### config.mk
export PLATFORM = sky130hd
export DESIGN_NAME = lzc_norm_scheduler_flat
export DESIGN_NICKNAME = d
export VERILOG_FILES = /design/src/rtl/lzc_norm_scheduler_if.sv /design/src/rtl/lzc_norm_scheduler.sv /design/src/flat_wrapper.sv
export SDC_FILE = /design/constraint.sdc
export NUM_CORES = 1
export LEC_CHECK = 0
export ABC_AREA = 1
export CAP_MARGIN = 40
export CORE_MARGIN = 5
export CORE_UTILIZATION = 46
export CTS_CLUSTER_SIZE = 30
export DETAILED_ROUTE_END_ITERATION = 8
export PLACE_DENSITY_LB_ADDON = 0.3
export SLEW_MARGIN = 5
export SYNTH_ARGS = -nofsm -noshare
export SYNTH_HDL_FRONTEND = slang
export SYNTH_SLANG_ARGS = --single-unit
### constraint.sdc
create_clock -name clk -period 4.3 [get_ports clk]
set_clock_uncertainty 0.1 [all_clocks]
set_input_delay 0.86 -clock clk [delete_from_list [all_inputs] [get_ports clk]]
set_output_delay 0.86 -clock clk [all_outputs]
set_load 0.01 [all_outputs]
### src/rtl/lzc_norm_scheduler_if.sv
// Request/response bundle for lzc_norm_scheduler: NUM_REQ valid/ready request
// lanes in, one tagged normalisation result out.
interface lzc_norm_scheduler_if #(
  parameter int NUM_REQ     = 4,
  parameter int DATA_WIDTH  = 22,
  parameter int COUNT_WIDTH = 5,
  parameter int ID_WIDTH    = 2
);
  logic [NUM_REQ-1:0]            req_valid;
  logic [NUM_REQ-1:0]            req_ready;
  logic [NUM_REQ*DATA_WIDTH-1:0] req_data;
  logic                          rsp_valid;
  logic                          rsp_ready;
  logic [ID_WIDTH-1:0]           rsp_id;
  logic [COUNT_WIDTH-1:0]        rsp_count;
  logic [DATA_WIDTH-1:0]         rsp_data;
  logic                          rsp_zero;

  // Requesters plus the downstream consumer.
  modport master (
    output req_valid, req_data, rsp_ready,
    input  req_ready, rsp_valid, rsp_id, rsp_count, rsp_data, rsp_zero
  );

  // The scheduler itself.
  modport slave (
    input  req_valid, req_data, rsp_ready,
    output req_ready, rsp_valid, rsp_id, rsp_count, rsp_data, rsp_zero
  );
endinterface

### src/rtl/lzc_norm_scheduler.sv
// Round-robin shared leading-zero-count / normalise datapath with one registered
// response stage. Define LZC_SCHED_STATS_EN to add grant/stall counters.
module lzc_norm_scheduler #(
  parameter int NUM_REQ     = 4,
  parameter int DATA_WIDTH  = 22,
  parameter int COUNT_WIDTH = 5,
  parameter int ID_WIDTH    = 2
) (
  input  logic                 clk,
  input  logic                 rst,
  lzc_norm_scheduler_if.slave  bus
`ifdef LZC_SCHED_STATS_EN
  ,
  output logic [31:0]          stat_grants,
  output logic [31:0]          stat_stalls
`endif
);

  logic [ID_WIDTH-1:0]    ptr_q, ptr_d;
  logic                   rsp_valid_q, rsp_valid_d;
  logic [ID_WIDTH-1:0]    rsp_id_q, rsp_id_d;
  logic [COUNT_WIDTH-1:0] rsp_count_q, rsp_count_d;
  logic [DATA_WIDTH-1:0]  rsp_data_q, rsp_data_d;
  logic                   rsp_zero_q, rsp_zero_d;

  logic                   load_ok;
  logic                   grant_found;
  logic                   grant;
  logic [ID_WIDTH-1:0]    grant_idx;
  logic [NUM_REQ-1:0]     req_ready;
  logic [DATA_WIDTH-1:0]  sel_data;
  logic [COUNT_WIDTH-1:0] lz_count;
  logic                   lz_found;

  assign load_ok = !rsp_valid_q || bus.rsp_ready;

  // Search ptr, ptr+1, ... (mod NUM_REQ); the first valid lane wins.
  // NOTE: every variable written here gets a default first, so no path can
  // leave it unassigned and infer a latch.
  always_comb begin : arbiter
    int                  idx;
    logic [ID_WIDTH-1:0] idx_c;
    grant_found = 1'b0;
    grant_idx   = '0;
    idx         = 0;
    idx_c       = '0;
    for (int i = 0; i < NUM_REQ; i++) begin
      idx   = (int'(ptr_q) + i) % NUM_REQ;
      idx_c = ID_WIDTH'(idx);
      if (!grant_found && bus.req_valid[idx_c]) begin
        grant_found = 1'b1;
        grant_idx   = idx_c;
      end
    end
  end

  // Ready only ever asserts on a valid lane, so grant is the handshake itself.
  assign grant     = grant_found && load_ok && !rst;
  assign req_ready = grant ? (NUM_REQ'(1) << grant_idx) : '0;
  assign sel_data  = bus.req_data[int'(grant_idx)*DATA_WIDTH +: DATA_WIDTH];

  always_comb begin : priority_encoder
    lz_count = COUNT_WIDTH'(DATA_WIDTH);
    lz_found = 1'b0;
    for (int b = DATA_WIDTH - 1; b >= 0; b--) begin
      if (!lz_found && sel_data[b]) begin
        lz_found = 1'b1;
        lz_count = COUNT_WIDTH'(DATA_WIDTH - 1 - b);
      end
    end
  end

  always_comb begin : next_state
    ptr_d       = ptr_q;
    rsp_valid_d = rsp_valid_q;
    rsp_id_d    = rsp_id_q;
    rsp_count_d = rsp_count_q;
    rsp_data_d  = rsp_data_q;
    rsp_zero_d  = rsp_zero_q;
    if (grant) begin
      ptr_d       = (grant_idx == ID_WIDTH'(NUM_REQ - 1)) ? '0 : grant_idx + ID_WIDTH'(1);
      rsp_valid_d = 1'b1;
      rsp_id_d    = grant_idx;
      rsp_count_d = lz_count;
      rsp_data_d  = sel_data << lz_count;
      rsp_zero_d  = !lz_found;
    end else if (bus.rsp_ready) begin
      rsp_valid_d = 1'b0;
    end
  end

  // NOTE: state registers use non-blocking assignment so every flop samples
  // the pre-edge value of its peers, independent of block evaluation order.
  always_ff @(posedge clk) begin
    if (rst) begin
      ptr_q       <= '0;
      rsp_valid_q <= 1'b0;
      rsp_id_q    <= '0;
      rsp_count_q <= '0;
      rsp_data_q  <= '0;
      rsp_zero_q  <= 1'b0;
    end else begin
      ptr_q       <= ptr_d;
      rsp_valid_q <= rsp_valid_d;
      rsp_id_q    <= rsp_id_d;
      rsp_count_q <= rsp_count_d;
      rsp_data_q  <= rsp_data_d;
      rsp_zero_q  <= rsp_zero_d;
    end
  end

  assign bus.req_ready = req_ready;
  assign bus.rsp_valid = rsp_valid_q;
  assign bus.rsp_id    = rsp_id_q;
  assign bus.rsp_count = rsp_count_q;
  assign bus.rsp_data  = rsp_data_q;
  assign bus.rsp_zero  = rsp_zero_q;

`ifdef LZC_SCHED_STATS_EN
  logic [31:0] grants_q, stalls_q;

  always_ff @(posedge clk) begin
    if (rst) begin
      grants_q <= '0;
      stalls_q <= '0;
    end else if (grant) begin
      grants_q <= grants_q + 32'd1;
    end else if (|bus.req_valid) begin
      stalls_q <= stalls_q + 32'd1;
    end
  end

  assign stat_grants = grants_q;
  assign stat_stalls = stalls_q;
`endif

endmodule

### src/flat_wrapper.sv
// flat-port wrapper written by rule: the top's interface ports become plain ports
module lzc_norm_scheduler_flat 
#(
  parameter int NUM_REQ     = 4,
  parameter int DATA_WIDTH  = 22,
  parameter int COUNT_WIDTH = 5,
  parameter int ID_WIDTH    = 2
)
  (clk, rst, bus_req_valid, bus_req_data, bus_rsp_ready, bus_req_ready, bus_rsp_valid, bus_rsp_id, bus_rsp_count, bus_rsp_data, bus_rsp_zero);
  lzc_norm_scheduler_if #(.NUM_REQ(NUM_REQ), .DATA_WIDTH(DATA_WIDTH), .COUNT_WIDTH(COUNT_WIDTH), .ID_WIDTH(ID_WIDTH)) bus_i ();
  input  logic clk;
  input  logic rst;
  input wire logic [$bits(bus_i.req_valid)-1:0] bus_req_valid;
  input wire logic [$bits(bus_i.req_data)-1:0] bus_req_data;
  input wire logic [$bits(bus_i.rsp_ready)-1:0] bus_rsp_ready;
  output wire logic [$bits(bus_i.req_ready)-1:0] bus_req_ready;
  output wire logic [$bits(bus_i.rsp_valid)-1:0] bus_rsp_valid;
  output wire logic [$bits(bus_i.rsp_id)-1:0] bus_rsp_id;
  output wire logic [$bits(bus_i.rsp_count)-1:0] bus_rsp_count;
  output wire logic [$bits(bus_i.rsp_data)-1:0] bus_rsp_data;
  output wire logic [$bits(bus_i.rsp_zero)-1:0] bus_rsp_zero;
  assign bus_i.req_valid = bus_req_valid;
  assign bus_i.req_data = bus_req_data;
  assign bus_i.rsp_ready = bus_rsp_ready;
  assign bus_req_ready = bus_i.req_ready;
  assign bus_rsp_valid = bus_i.rsp_valid;
  assign bus_rsp_id = bus_i.rsp_id;
  assign bus_rsp_count = bus_i.rsp_count;
  assign bus_rsp_data = bus_i.rsp_data;
  assign bus_rsp_zero = bus_i.rsp_zero;
  lzc_norm_scheduler #(.NUM_REQ(NUM_REQ), .DATA_WIDTH(DATA_WIDTH), .COUNT_WIDTH(COUNT_WIDTH), .ID_WIDTH(ID_WIDTH)) u_core (.clk(clk), .rst(rst), .bus(bus_i));
endmodule
# Word level (Yosys, flattened, before mapping)

Cells that the tools add are included.

Register bits after elaboration: 33
Input bits: 95
Output and inout port bits: 35
Word-level logic and storage cells: 138

Add/subtract/negate cells: 4
Multipliers: 1
Magnitude comparators: 4
Equality and inequality tests: 1
Shift operators: 3
Muxes and demuxes: 64
Reductions and logical operators: 55

Operators with widths:

| kind                | number |
|---|---|
| $mux 5              | 22 |
| $shiftx 88x32->22   | 1 |
| $mux 1              | 32 |
| $logic_not 1->1     | 27 |
| $logic_and 1x1->1   | 26 |
| $shl 22x5->22       | 1 |
| $lt 2x3->1 const B  | 4 |
| $mux 2              | 5 |
| $bmux 1 s2          | 4 |
| $mul 2x4->6 const B | 1 |
| $add 2x1->2 const B | 2 |
| $add 2x2->2 const B | 2 |
| $mux 4              | 1 |
| $shl 1x2->4 const A | 1 |
| $eq 2x2->1 const B  | 1 |
| $reduce_bool 2->1   | 1 |
| $logic_or 1x1->1    | 1 |

# Longest topological paths before layout

Gate-level depths: netlist of run 1.

Depth in word-level cells: 79
Depth in mapped cells: 35
Depth with buffers taken out: 33

# Worst setup path before layout of run 1

Ideal clock, no wire load.

Path type: input to register
Start: in bus_req_valid[3]
End: reg u_core.rsp_data_q[20] (netlist: u_core.bus.rsp_data[20])
Setup time: 0.128 ns
Arrival: 3.813 ns
Setup slack: 0.260 ns
Stages: 30
Path through: inv_1 > nand2_1 > nand3_1 > nand2_2 > nor2_4 > nand3_2 > buf_2 > nand4_1 > nand3_1 > nand2_2 > nand2_2 > nor2_4 > nand4_2 > nor2_4 > nand4_2 > nor2_4 > nand4_4 > nor2_4 > nand4_2 > nor2_4 > nand3_4 > nand2_4 > buf_6 > nand2_1 > nand3_1 > nand3_1 > nand3_1 > nand2_1 > nor2_1 > nor2_1

Cells in the longest elaborated chain, start to end: 79
Elaborated cells on any way between the ends: 112

Ends and longest elaborated chain:

| element                      | line                      | RTL |
|---|---|---|
| start: declaration           | flat_wrapper.sv:13        | `input wire logic [$bits(bus_i.req_valid)-1:0] bus_req_valid;` |
| $bmux 1 s2                   | lzc_norm_scheduler.sv:50  | `if (!grant_found && bus.req_valid[idx_c]) begin` |
| $mux 1 (implied by the code) | lzc_norm_scheduler.sv:50  |  |
| $mux 1                       | lzc_norm_scheduler.sv:50  |  |
| $logic_not 1->1              | lzc_norm_scheduler.sv:50  |  |
| $logic_and 1x1->1            | lzc_norm_scheduler.sv:50  |  |
| $mux 1                       | lzc_norm_scheduler.sv:50  |  |
| $logic_not 1->1              | lzc_norm_scheduler.sv:50  |  |
| $logic_and 1x1->1            | lzc_norm_scheduler.sv:50  |  |
| (+63 left out)               | -                         |  |
| $mux 1                       | lzc_norm_scheduler.sv:66  | `if (!lz_found && sel_data[b]) begin` |
| $logic_not 1->1              | lzc_norm_scheduler.sv:66  |  |
| $logic_and 1x1->1            | lzc_norm_scheduler.sv:66  |  |
| $mux 1                       | lzc_norm_scheduler.sv:66  |  |
| $logic_not 1->1              | lzc_norm_scheduler.sv:66  |  |
| $logic_and 1x1->1            | lzc_norm_scheduler.sv:66  |  |
| $mux 5                       | lzc_norm_scheduler.sv:66  |  |
| $shl 22x5->22                | lzc_norm_scheduler.sv:85  | `rsp_data_d = sel_data << lz_count;` |
| end signal: assignment       | lzc_norm_scheduler.sv:107 | `rsp_data_q <= rsp_data_d;` |
| end: declaration             | lzc_norm_scheduler.sv:23  | `logic [DATA_WIDTH-1:0] rsp_data_q, rsp_data_d;` |

Several ways; a longest one is shown, not always the timed one. The select of a mux whose other input is x is not followed.
A chain may end at the register's enable or synchronous reset.

# Final worst setup path of run 1

Start: in bus_req_valid[2]
End: reg u_core.rsp_data_q[15] (netlist: u_core.bus.rsp_data[15])

The elaborated chain is that of the path after synthesis.

==> flow_metrics.tcl, run 1 <==
set metrics [dict create \
    status "complete, but fails checks" \
    violations "setup timing" \
    ant_nets 0 \
    synth.distinct_cells 37 \
    min_path_cells 2 \
    r2r_slack_ns 0.01 \
    hold_start "u_core.bus.rsp_data[7]" \
    dr.pass1.iters 6 \
    cts_buffers 5 \
    worst_pin_slew_ns 0.606 \
    ys_ff_latch 33 \
    synth_ff_type "dfxtp_1" \
    slew_headroom_pct 59.6 \
    drc 0 \
    place.gp.congestion 0.875 \
    wirelength_um 16200 \
    rsz0062_at_grt "yes" \
    io_pins 130 \
    grt_antenna_before_repair 0 \
    htree_levels 2 \
    critical_path.max_fanout 8 \
    cts_tree "yes" \
    via_per_inst 5.64 \
    die_w_um 99.0 \
    synth_commonest_cells "221 x nand2_1, 145 x nand3_1, 65 x inv_1" \
    setup_viol 11 \
    critPathMaxStageDelay_ns 0.17 \
    synthesis.nets 744 \
    netlist_top_cells_area "nand2_1 23%, nand3_1 20%, dfxtp_1 18%" \
    grt_pass1_wl_um 24000 \
    seq_area_um2 663 \
    hold_violations 0 \
    rr_endpoint "u_core.bus.rsp_data[15]" \
    fin_setup_tns_ns -0.563 \
    cp-end-kind "flip-flop" \
    grt_start_max_net_pins 25 \
    drt-initial-drc-count 472 \
    num_antenna_cells 0 \
    path_clk_slew_ns 0.07 \
    track_usage_pct 28.7 \
    layout.nets 969 \
    async_reset_ff_share_pct 0 \
    syn_inst 645 \
    slowest_stage "buf_12" \
    final_max_slew_viol_count 0 \
    final_util_pct 86.7 \
    reg2reg_from "u_core.ptr_q[1]" \
    num_vias 5492 \
    required_ns 4.39 \
    fin_crit_ns 4.38 \
    yosysMostFrequentCell "nand2_1" \
    synth_edf_count 0 \
    die_h_um 99.0 \
    wl_per_cell_um 16.7 \
    ys_seq_area_share_pct 18.1 \
    post-route-period-util_pct 102 \
    max_freq_mhz 228 \
    crit_type "in -> reg" \
    rows 32 \
    grt-ovfl-total 0 \
    insertion_delay_ns 0.28 \
    setup_slack_ns -0.0768 \
    whs_endpoint "u_core.bus.rsp_data[7]" \
    fillCellCount 464 \
    yosys.area.top_type "nand2_1" \
    cts_buffer_depth 2 \
    cts_sinks 33 \
    multi_input_area_um2 3080 \
    initial_core_util_pct 47.2 \
    yosysTopAreaCellShare_pct 22.8 \
    yosys_warnings 0 \
    drive_gt1_share_pct 31.9 \
    maxCapViolations 0 \
    area_growth_pct 83.8 \
    avgSynthCellArea_um2 5.65 \
    cts-root-buf "clkbuf_8" \
    port_buffers 129 \
    cp_common_cell "nor2_4" \
    holdBufCountCts 0 \
    core_um2 7730 \
    cp-start-kind "primary input" \
    hold_path.class "reg -> reg" \
    dp_slack_ns -0.645 \
    dieArea_um2 9810 \
    critPathArrivalTime_ns 4.46 \
    grt_pass1_vias 5192 \
    hpwl_um 10600 \
    reg2regPathDepth 32 \
    synth_area_um2 3650 \
]
## state kept, by name, indices dropped and copies added, names as in the netlist
signal / cells
u_core.bus.rsp_count: 5
u_core.bus.rsp_valid: 1
u_core.bus.rsp_data: 22
u_core.bus.rsp_zero: 1
u_core.ptr_q: 2
u_core.bus.rsp_id: 2
## layout by cell type (no fill, tap or decap), drive strengths merged
cell type / synthesis / final
nand4: 21 / 21
o41ai: 3 / 3
inv: 72 / 72
clkdlybuf4s50: 0 / 125
ha: 4 / 4
nand3b: 1 / 1
a21oi: 17 / 17
a21boi: 1 / 1
a32o: 2 / 2
buf: 25 / 123
a211oi: 1 / 1
o21ai: 13 / 13
nor2: 34 / 34
o22ai: 1 / 1
o2111ai: 1 / 1
nand2: 232 / 234
nand3: 151 / 152
clkbuf: 11 / 8
clkinv: 2 / 4
dfxtp: 33 / 33
o21a: 1 / 1
a31oi: 4 / 4
or2: 3 / 3
a32oi: 12 / 12
clkinvlp: 0 / 1
## how the worst max path moves through the flow
stage	start	end	slack, ns	cells past startpoint
final	bus_req_valid[2]	u_core.bus.rsp_data[15]	-0.08	32
after global routing	bus_req_valid[2]	u_core.bus.rsp_data[14]	-0.29	32
after CTS	bus_req_valid[0]	u_core.bus.rsp_data[19]	-0.02	32
after detailed placement	bus_req_valid[1]	u_core.bus.rsp_data[20]	-0.65	31
after global placement	bus_req_valid[3]	u_core.bus.rsp_data[20]	-0.46	32
after floorplan	bus_req_valid[3]	u_core.bus.rsp_data[20]	0.26	30
## worst max-delay path, delay by kind of cell
family / cells / cell delay, ns
simple gates: 27 / 2.96
buf+inv: 5 / 0.62
## what timing repair did
action	in CTS	in global routing
cloned	6	3
gates resized for setup	75	110
setup buffers	15	10
setup endpoints to repair	26	26
pin swaps	20	47
## routing by layer
layer  part of all wire, %  GRT usage, %  vias to the layer above
met4                   3.7          8.51                        0
met1                    38          35.1                     2531
li1                      -             -                     2599
met5                     0             0                        -
met2                    52          51.8                      301
met3                   7.0          4.03                       61
## metrics by stage
step                      std cells  hold slack, ns  area (um^2)
after floorplan                 645           0.390         3650
after global placement          931           0.354         5610
after detailed placement        931           0.357         5610
after CTS                       960           0.368         6190
after global routing            973           0.406         6700
final                           973           0.367         6700
## kinds of logic (layout without fill, tap and decap cells)
kind of cell	count (synthesis)	after routing	synth area share, %
simple gates	442	445	57.0
buf+inv	110	333	13.5
flops	33	33	18.1
compound gates	56	56	9.99
fa+ha+maj	4	4	1.37
## cell type report
type | count | area share (%)
repair buffers | 249 | 35.9
clock buffers | 7 | 1.44
flip-flops and latches | 33 | 9.90
well taps | 102 | 1.90
inverters | 74 | 4.63
repair inverters | 2 | 0.243
multi-input cells | 505 | 45.9
clock inverters | 1 | 0.0747
Power of run 1 is left out: the tool's default activity adds up to more than one toggle a clock period on the data nets, which glitch-free logic cannot reach.
==> run 2: changes to the inputs <==
--- a/config.mk
+++ b/config.mk
@@ -16,3 +16,4 @@
 export SYNTH_ARGS = -nofsm -noshare
 export SYNTH_HDL_FRONTEND = slang
 export SYNTH_SLANG_ARGS = --single-unit
+export TNS_END_PERCENT = 20
==> flow_metrics.tcl, run 2 (synthesis gave the netlist of run 1 again) <==
set metrics [dict create \
    cp_common_cell "nor2_4" \
    worst_pin_slew_ns 0.599 \
    final_max_slew_viol_count 0 \
    cts-root-buf "clkbuf_8" \
    wirelength_um 16300 \
    path_clk_slew_ns 0.07 \
    rsz0062_at_grt "yes" \
    dp_slack_ns -0.645 \
    wl_per_cell_um 16.7 \
    cts_sinks 33 \
    max_freq_mhz 228 \
    die_w_um 99.0 \
    rows 32 \
    hold_path.class "reg -> reg" \
    setup_slack_ns -0.0878 \
    core_um2 7730 \
    maxCapViolations 0 \
    dr.pass1.iters 7 \
    violations "setup timing" \
    track_usage_pct 28.7 \
    htree_levels 2 \
    critPathMaxStageDelay_ns 0.21 \
    reg2reg_from "u_core.ptr_q[0]" \
    slowest_stage "nand2_4" \
    io_pins 130 \
    grt_pass1_vias 5192 \
    cts_buffer_depth 2 \
    fillCellCount 455 \
    ant_nets 0 \
    critical_path.max_fanout 8 \
    fin_crit_ns 4.39 \
    grt_antenna_before_repair 0 \
    grt_start_max_net_pins 25 \
    grt_pass1_wl_um 24000 \
    seq_area_um2 663 \
    die_h_um 99.0 \
    layout_commonest_cell "nand2_1" \
    holdBufCountCts 0 \
    hpwl_um 10600 \
    hold_start "u_core.bus.rsp_data[7]" \
    cp-startpoint "bus_req_valid[2]" \
    num_antenna_cells 0 \
    largest_reg_flops 22 \
    via_per_inst 5.66 \
    insertion_delay_ns 0.28 \
    post-route-period-util_pct 102 \
    drt-initial-drc-count 410 \
    drive_gt1_share_pct 31.7 \
    final_cell_mix "181 x nand2_1, 125 x clkdlybuf4s50_1, 98 x nand3_1" \
    cp-start-kind "primary input" \
    status "complete, but fails checks" \
    hold_violations 0 \
    grt-ovfl-total 0 \
    cp-end-kind "flip-flop" \
    cts_buffers 5 \
    critPathArrivalTime_ns 4.52 \
    initial_core_util_pct 47.2 \
    drc 0 \
    place.gp.congestion 0.875 \
    setup_viol 11 \
    area_growth_pct 83.3 \
    layout.nets 969 \
    slew_headroom_pct 60.0 \
    multi_input_area_um2 3060 \
    num_vias 5507 \
    dieArea_um2 9810 \
    cts_tree "yes" \
    port_buffers 129 \
    required_ns 4.44 \
    crit_type "in -> reg" \
]
run 2: cell counts in the layout (fill, tap and decap cells not counted):
Identical to the previous run, type by type.
run 2: critical path, delay by kind of cell:
family          cells  cell delay [ns]
compound gates      1             0.07
simple gates       25             2.92
buf+inv             5             0.64
run 2: timing repair:
action / 4_1_cts / 5_1_grt
endpoints found under the setup margin: 26 / 26
resized for setup: 74 / 108
gates cloned: 6 / 3
setup buffers: 15 / 10
pin swaps: 20 / 45
run 2: final timing paths:
kind / cells past startpoint / end / slack [ns]
worst min-delay path: 2 / u_core.bus.rsp_data[7] / 0.37
worst max-delay path: 31 / u_core.bus.rsp_data[17] / -0.09
worst max register to register: 31 / u_core.bus.rsp_data[17] / 0
worst min register to register: 2 / u_core.bus.rsp_data[7] / 0.37
run 2: cell type report:
| type | instances | area share (%) |
|---|---|---|
| well taps | 102 | 1.91 |
| repair inverters | 2 | 0.243 |
| flip-flops and latches | 33 | 9.92 |
| repair buffers | 249 | 36.0 |
| multi-input cells | 505 | 45.8 |
| clock buffers | 7 | 1.44 |
| clock inverters | 1 | 0.0749 |
| inverters | 74 | 4.64 |
run 2: metrics by stage:
stage	utilization [%]	TNS (ns)	cells	instance area [um^2]	hold WS, ns
2_1_floorplan	-	0	645	3650	0.390
3_3_place_gp	72.6	-8.66	931	5610	0.354
3_5_place_dp	72.6	-13.07	931	5610	0.357
4_1_cts	80.1	-0.0299	960	6190	0.368
5_1_grt	86.5	-5.12	973	6680	0.406
6_report	86.5	-0.649	973	6680	0.367
run 2: routing by layer:
metal | GRT usage, % | wire length, um | up-vias | part of all wire [%]
met4 | 8.51 | 665 | 0 | 4.1
met1 | 35.1 | 6120 | 2534 | 38
li1 | - | - | 2594 | -
met2 | 51.8 | 8340 | 307 | 51
met3 | 4.03 | 1140 | 72 | 7.0
met5 | 0 | 0 | - | 0
Power of run 2 is left out for the same reason.
==> run 3: changes to the inputs <==
--- a/config.mk
+++ b/config.mk
@@ -11,7 +11,8 @@
 export CORE_UTILIZATION = 46
 export CTS_CLUSTER_SIZE = 30
 export DETAILED_ROUTE_END_ITERATION = 8
-export PLACE_DENSITY_LB_ADDON = 0.3
+export GPL_TIMING_DRIVEN = 0
+export PLACE_DENSITY = 0.93
 export SLEW_MARGIN = 5
 export SYNTH_ARGS = -nofsm -noshare
 export SYNTH_HDL_FRONTEND = slang
==> flow_metrics.tcl, run 3 (synthesis gave the netlist of run 1 again) <==
set metrics [dict create \
    status "complete, but fails checks" \
    violations "setup timing" \
    slowest_stage "nor2_4" \
    htree_levels 2 \
    crit_type "in -> reg" \
    area_growth_pct 77.9 \
    grt_start_max_net_pins 12 \
    seq_area_um2 662 \
    maxCapViolations 0 \
    cp-start-kind "primary input" \
    ant_nets 0 \
    rows 32 \
    cp_common_cell "nor2_4" \
    initial_core_util_pct 47.2 \
    fillCellCount 466 \
    cts-root-buf "clkbuf_8" \
    track_usage_pct 29.3 \
    wirelength_um 18000 \
    via_per_inst 6.05 \
    cts_buffers 5 \
    fin_crit_ns 4.50 \
    multi_input_area_um2 3250 \
    hpwl_um 10700 \
    port_buffers 129 \
    hold_path.class "reg -> reg" \
    num_antenna_cells 0 \
    slew_headroom_pct 60.5 \
    core_um2 7730 \
    cts_buffer_depth 2 \
    layout.nets 932 \
    final_cell_mix "175 x nand2_1, 124 x clkdlybuf4s50_1, 84 x nand3_1" \
    cts_sinks 33 \
    grt_pass1_wl_um 24100 \
    grt_antenna_before_repair 0 \
    cts_tree "yes" \
    wl_per_cell_um 19.2 \
    setup_slack_ns -0.200 \
    largest_reg_flops 22 \
    insertion_delay_ns 0.29 \
    io_pins 130 \
    post-route-period-util_pct 105 \
    num_vias 5667 \
    hold_violations 0 \
    die_h_um 99.0 \
    drt-initial-drc-count 566 \
    max_freq_mhz 222 \
    placed_cells 876 \
    critical_path.max_fanout 6 \
    critPathArrivalTime_ns 4.59 \
    stdcell_count 936 \
    fin_setup_tns_ns -1.56 \
    grt_pass1_vias 5102 \
    rsz0062_at_grt "yes" \
    holdWs_ns 0.367 \
    dr.pass1.iters 7 \
    worst_pin_slew_ns 0.593 \
    required_ns 4.39 \
    die_w_um 99.0 \
    drc 0 \
    grt-ovfl-total 0 \
    critPathMaxStageDelay_ns 0.16 \
    final_max_slew_viol_count 0 \
    cp-end-kind "flip-flop" \
    layout_commonest_cell "nand2_1" \
    holdBufCountCts 0 \
    setup_viol 19 \
    dieArea_um2 9810 \
    place.gp.congestion 0.932 \
    drive_gt1_share_pct 32.5 \
    dp_slack_ns -0.884 \
    path_clk_slew_ns 0.07 \
]
==> run 3: cell count changes in the layout (fill, tap and decap cells not counted), sizes merged <==
cell           delta
nand3             -1
clkbuf            +9
nand2             -2
buf              -43
clkdlybuf4s50     -1
dlygate4sd2       +1
==> run 3: path summary, 6_finish.rpt <==
check	from	endpoint	slack [ns]	cells after the start
worst max-delay path	bus_req_valid[0]	u_core.bus.rsp_data[17]	-0.20	32
worst min-delay path	u_core.bus.rsp_data[0]	u_core.bus.rsp_data[0]	0.37	2
worst max register to register	u_core.ptr_q[1]	u_core.bus.rsp_data[17]	-0.09	35
worst min register to register	u_core.bus.rsp_data[0]	u_core.bus.rsp_data[0]	0.37	2
==> run 3: cell type report <==
| type | instances | area share, % |
|---|---|---|
| Tap cell | 102 | 1.97 |
| Timing Repair Buffer | 181 | 27.5 |
| Sequential cell | 33 | 10.2 |
| Clock buffer | 5 | 1.06 |
| Clock inverter | 3 | 0.270 |
| Multi-Input combinational cell | 502 | 50.2 |
| Inverter | 74 | 4.49 |
| Buffer | 36 | 4.36 |
==> run 3: worst max-delay path: cells and delay by family <==
family,cells,cell delay (ns)
and+or+nand+nor,26,3.12
buffers and inverters,6,0.58
==> run 3: metal layers <==
layer | global-route usage (%) | part of all wire [%]
met5 | 0 | 0
met4 | 8.40 | 6.0
met2 | 52.0 | 49
met1 | 36.3 | 36
met3 | 4.81 | 9.5
==> run 3: through the flow <==
step	area, um^2	util (%)
after CTS	5750	74.4
after floorplan	3650	-
after global placement	5060	65.5
after global routing	6490	83.9
final	6490	83.9
after detailed placement	5060	65.5
==> run 3: timing repair <==
item / CTS / global route
gates resized for setup: 115 / 134
endpoints found under the hold margin: 0 / 0
endpoints found under the setup margin: 31 / 28
gates cloned: 2 / 2
pin swaps: 35 / 69
buffers inserted: 30 / 20
Power of run 3 is left out for the same reason.
